`src/rtl/flag_branch_unit.sv`:
```
// rtl/flag_branch_unit.sv - architectural ALU flags and conditional branch resolver
module flag_branch_unit #(
    parameter int PC_W  = 16,
    parameter int OFF_W = 9
) (
    input  logic             clk,
    input  logic             rst_n,
    input  logic             zr_in,
    input  logic             neg_in,
    input  logic             ov_in,
    input  logic [2:0]       flag_we,
    input  logic             flush,
    input  logic             br_valid,
    output logic             br_ready,
    input  logic [2:0]       br_cond,
    input  logic [OFF_W-1:0] br_offset,
    input  logic [PC_W-1:0]  pc_plus1,
    output logic             out_valid,
    input  logic             out_ready,
    output logic             br_taken,
    output logic [PC_W-1:0]  br_target,
    output logic [2:0]       flags_q
);

    typedef enum logic [1:0] {
        IDLE = 2'd0,
        EVAL = 2'd1,
        RESP = 2'd2
    } state_t;

    localparam logic [2:0] C_NEQ    = 3'b000;
    localparam logic [2:0] C_EQ     = 3'b001;
    localparam logic [2:0] C_GT     = 3'b010;
    localparam logic [2:0] C_LT     = 3'b011;
    localparam logic [2:0] C_GTE    = 3'b100;
    localparam logic [2:0] C_LTE    = 3'b101;
    localparam logic [2:0] C_OVFL   = 3'b110;

    state_t            state;
    logic [2:0]        flags_fwd;
    logic [2:0]        snap_cond;
    logic [OFF_W-1:0]  snap_off;
    logic [PC_W-1:0]   snap_pc;
    logic [2:0]        snap_flags;
    logic              eval_taken;
    logic [PC_W-1:0]   eval_target;
    logic [PC_W-1:0]   off_ext;

    // A flag written in the same cycle as a branch accept is visible to that branch
    assign flags_fwd = (flag_we & {ov_in, neg_in, zr_in}) | (~flag_we & flags_q);

    assign br_ready = (state == IDLE);

    // Architectural flags: per-bit write enables, independent of the branch FSM
    always_ff @(posedge clk or negedge rst_n) begin
        if (!rst_n) begin
            flags_q <= 3'b000;
        end else begin
            flags_q <= flags_fwd;
        end
    end

    // Condition evaluation and target computation from the captured snapshot
    always_comb begin
        eval_taken = 1'b0;
        case (snap_cond)
            C_NEQ:   eval_taken = ~snap_flags[0];
            C_EQ:    eval_taken = snap_flags[0];
            C_GT:    eval_taken = ~snap_flags[0] & ~snap_flags[1];
            C_LT:    eval_taken = snap_flags[1];
            C_GTE:   eval_taken = snap_flags[0] | ~snap_flags[1];
            C_LTE:   eval_taken = snap_flags[0] | snap_flags[1];
            C_OVFL:  eval_taken = snap_flags[2];
            default: eval_taken = 1'b1;
        endcase
        off_ext     = {{(PC_W-OFF_W){snap_off[OFF_W-1]}}, snap_off};
        eval_target = eval_taken ? (snap_pc + off_ext) : snap_pc;
    end

    // Request/response handshake; flush aborts from any state and wins over accept/release
    always_ff @(posedge clk or negedge rst_n) begin
        if (!rst_n) begin
            state      <= IDLE;
            out_valid  <= 1'b0;
            br_taken   <= 1'b0;
            br_target  <= '0;
            snap_cond  <= 3'b000;
            snap_off   <= '0;
            snap_pc    <= '0;
            snap_flags <= 3'b000;
        end else if (flush) begin
            state     <= IDLE;
            out_valid <= 1'b0;
        end else begin
            case (state)
                IDLE: begin
                    if (br_valid) begin
                        snap_cond  <= br_cond;
                        snap_off   <= br_offset;
                        snap_pc    <= pc_plus1;
                        snap_flags <= flags_fwd;
                        state      <= EVAL;
                    end
                end
                EVAL: begin
                    br_taken  <= eval_taken;
                    br_target <= eval_target;
                    out_valid <= 1'b1;
                    state     <= RESP;
                end
                RESP: begin
                    if (out_ready) begin
                        out_valid <= 1'b0;
                        state     <= IDLE;
                    end
                end
                default: begin
                    out_valid <= 1'b0;
                    state     <= IDLE;
                end
            endcase
        end
    end

endmodule

```
`config.mk`:
```
export PLATFORM = sky130hd
export DESIGN_NAME = flag_branch_unit
export DESIGN_NICKNAME = d
export VERILOG_FILES = /design/src/rtl/flag_branch_unit.sv
export SDC_FILE = /design/constraint.sdc
export NUM_CORES = 1
export LEC_CHECK = 0
export CAP_MARGIN = 30
export CORE_MARGIN = 1.5
export CORE_UTILIZATION = 53
export CTS_BUF_LIST = sky130_fd_sc_hd__clkbuf_4
export DETAILED_ROUTE_END_ITERATION = 10
export GPL_TIMING_DRIVEN = 1
export PLACE_DENSITY = 0.82
export SLEW_MARGIN = 20
export SYNTH_ARGS = -nofsm -noshare
export SYNTH_HDL_FRONTEND = slang
export SYNTH_SLANG_ARGS = --single-unit
```
`constraint.sdc`:
```
create_clock -name clk -period 2.7 [get_ports clk]
set_input_delay 0.675 -clock clk [delete_from_list [all_inputs] [get_ports clk]]
set_output_delay 0.675 -clock clk [all_outputs]
set_load 0.05 [all_outputs]
```
==> run_results.csv <==
group,metric,value,unit
placement,dp_slack,0.3837,ns
hold_path,min_path_type,"in2async",
placement,routabilityCongestion,0.9195,
job,max_cap_viol_count,0,
timing,fin_skew,0.003903,ns
yosys,syn_avg_cell_area,10.69,um^2
grt,grtUsageTotal,21.79,%
final_layout,fill_cells,373,
floorplanning,die_area,6021,um^2
detailed_routing,wl,6087,um
clocking,cts_tree,"built",
clocking,clk_latency,0.37,ns
run_status,status,"complete, no violations",
placement,dp_hpwl,4589,um
timing,fmax,406.1,MHz
detailed_routing,antenna_left,0,
pwr,p_leak,0.001632,uW
clocking,ctsHoldBuffers,0,
yosys,synth_common_cells,"dfrtp_1 (54), nand2_1 (28), mux2_2 (25), a21oi_1 (20), nor2_1 (19)",
yosys,synth.top_cell.area_share,45.82,%
yosys,synth-seq-cells,54,
critical_path,worstPathRequired,2.03,ns
placement,io_buffers,60,
grt,overflow,0,
clocking,cts_resized,0,
yosys,netlist_instances,276,
timing,maxSlewHeadroom,65.95,%
timing,setup_violations,0,
timing,rsz0062_at_grt,"false",
critical_path,arrival,1.79,ns
yosys,synth_edf_count,0,
critical_path,crit_path_max_fanout,7,
clocking,clk_path_buf_depth,2,
clocking,clkTransAtPathRegs,0.14,ns
timing,hold_viol,0,
yosys,synth_fp_nets,331,
detailed_routing,detail_route.wl_per_cell,14.81,um
timing,finalCritPeriodShare,91.20,%
pwr,powerDensity,946.3,nW/um^2
yosys,ys.flop_type,"dfrtp_1",
clocking,htreeDepth,2,
pwr,design_power_total,3531,uW
critical_path,end_kind,"output pin",
floorplanning,rows,26,
yosys,yosysMostFrequentCell,"dfrtp_1",
critical_path,critPathKind,"reg2out",
yosys,syn_area,2949,um^2
final_layout,nets,396,
yosys,ys_seq_area_share,45.82,%
grt,antenna_found_initial,0,
final_layout,area_growth_syn_to_layout,26.52,%
timing,fin_ws,0.2375,ns
floorplanning,initial_core_util,56.31,%
floorplanning,die_y,77.60,um
timing,timing_worst_slew_pin_value,0.5092,ns
detailed_routing,num_vias,2307,
pwr,vdd_drop_max,0.5008,mV
detailed_routing,viasPerCell,5.613,
detailed_routing,firstDrtPassIters,4,
clocking,numCtsBuffers,5,
yosys,synth_area_leaders,"dfrtp_1 (46%), mux2_2 (9.5%), ha_1 (6.4%)",
detailed_routing,drcViolationCount,0,
clocking,cts_root_buf,"clkbuf_4",
grt,grt_pass1_vias,2266,
clocking,post_cts_buffers,0,
yosys,async_flop_share,100.0,%
floorplanning,ios,61,
clocking,cts_sinks,54,
yosys,yosysWarningCount,0,
floorplanning,core_area,5238,um^2
final_layout,antennaDiodeCount,0,
timing,fin_tns_setup,0,ns
timing,finalCriticalPeriod,2.462,ns
yosys,synth_top_area_cell,"dfrtp_1",
detailed_routing,dr.first_iter.drc_count,120,
floorplanning,die_w,77.60,um
yosys,synth_cell_types,41,
grt,grt_pass1_wl,10450,um
timing,maxSlewViolCount,0,
timing,hold_slack,0.2666,ns
critical_path,crit_path_start_kind,"flop",
grt,grt_start_max_net_pins,55,
final_layout,drive_gt1_share,14.08,%
## power breakdown
part / internal [uW] / switching (uW)
Combinational: 806 / 1160
Sequential: 1030 / 174
Clock: 119 / 238
## registers in the layout, summed over array words and instances (netlist names)
signal	cells
br_target	16
snap_pc	16
snap_off	9
flags_q	3
snap_cond	3
snap_flags	3
state	2
br_taken	1
out_valid	1
## stage by stage
| stage | utilization, % | instance area, um^2 | cells |
|---|---|---|---|
| 3_5_place_dp | 70.23 | 3679 | 404 |
| 4_1_cts | 71.24 | 3731 | 411 |
| 5_1_grt | 71.24 | 3731 | 411 |
| 3_3_place_gp | 70.23 | 3679 | 404 |
| 2_1_floorplan | - | 2949 | 276 |
| 6_report | 71.24 | 3731 | 411 |
## cell usage in the layout, fill, tap and decap left out, drive strengths merged, types with 8 or more instances in the layout
cell type / n
clkdlybuf4s50: 59
dfrtp: 54
mux2: 34
nand2: 28
a21oi: 20
nor2: 19
o21ai: 17
ha: 15
xnor2: 8
and3: 8
buf: 8
## cells by family (layout without fill, tap and decap cells)
logic type,after synthesis,count (layout),synth area share (%)
flops,54,54,45.82
simple gates,77,77,12.18
fa+ha+maj,16,16,7.043
compound gates,65,65,14.60
mux,41,41,15.36
buf+inv,12,77,1.739
xor+xnor,11,11,3.267
## final timing paths
kind	start	endpoint	slack [ns]	cells past startpoint
max	state[0]$_DFFE_PN0P_	br_ready	0.24	2
min	rst_n	snap_pc[7]$_DFFE_PN0P_	0.27	2
max reg2reg	snap_off[1]$_DFFE_PN0P_	br_target[15]$_DFFE_PN0P_	0.36	7
min reg2reg	br_target[9]$_DFFE_PN0P_	br_target[9]$_DFFE_PN0P_	0.50	2
max in group asynchronous	rst_n	state[0]$_DFFE_PN0P_	2.19	2
min in group clk	br_target[9]$_DFFE_PN0P_	br_target[9]$_DFFE_PN0P_	0.50	2
## routing by layer
| metal | track usage (%) | up-vias | part of all wire (%) | wire length [um] |
|---|---|---|---|---|
| li1 | - | 1128 | - | - |
| met1 | 27.93 | 1103 | 43 | 2610 |
| met2 | 37.74 | 67 | 52 | 3137 |
| met3 | 3.882 | 9 | 4.5 | 271 |
| met4 | 6.000 | 0 | 1.1 | 68 |
| met5 | 0 | - | 0 | 0 |
## final cells by class
cell class | instances | area [um^2] | area share [%]
Clock buffer | 7 | 52.55 | 1.408
Inverter | 3 | 11.26 | 0.3018
Multi-Input combinational cell | 210 | 1555 | 41.68
Sequential cell | 54 | 1351 | 36.22
Tap cell | 70 | 87.58 | 2.347
Timing Repair Buffer | 67 | 673.1 | 18.04
## worst max-delay path, cell delays in order (launching register included)
cell and delay (ns):
dfrtp_1 0.49, nor2_1 0.13, clkdlybuf4s50_1 0.81
Note: power is estimated with default switching activity, not from simulation.
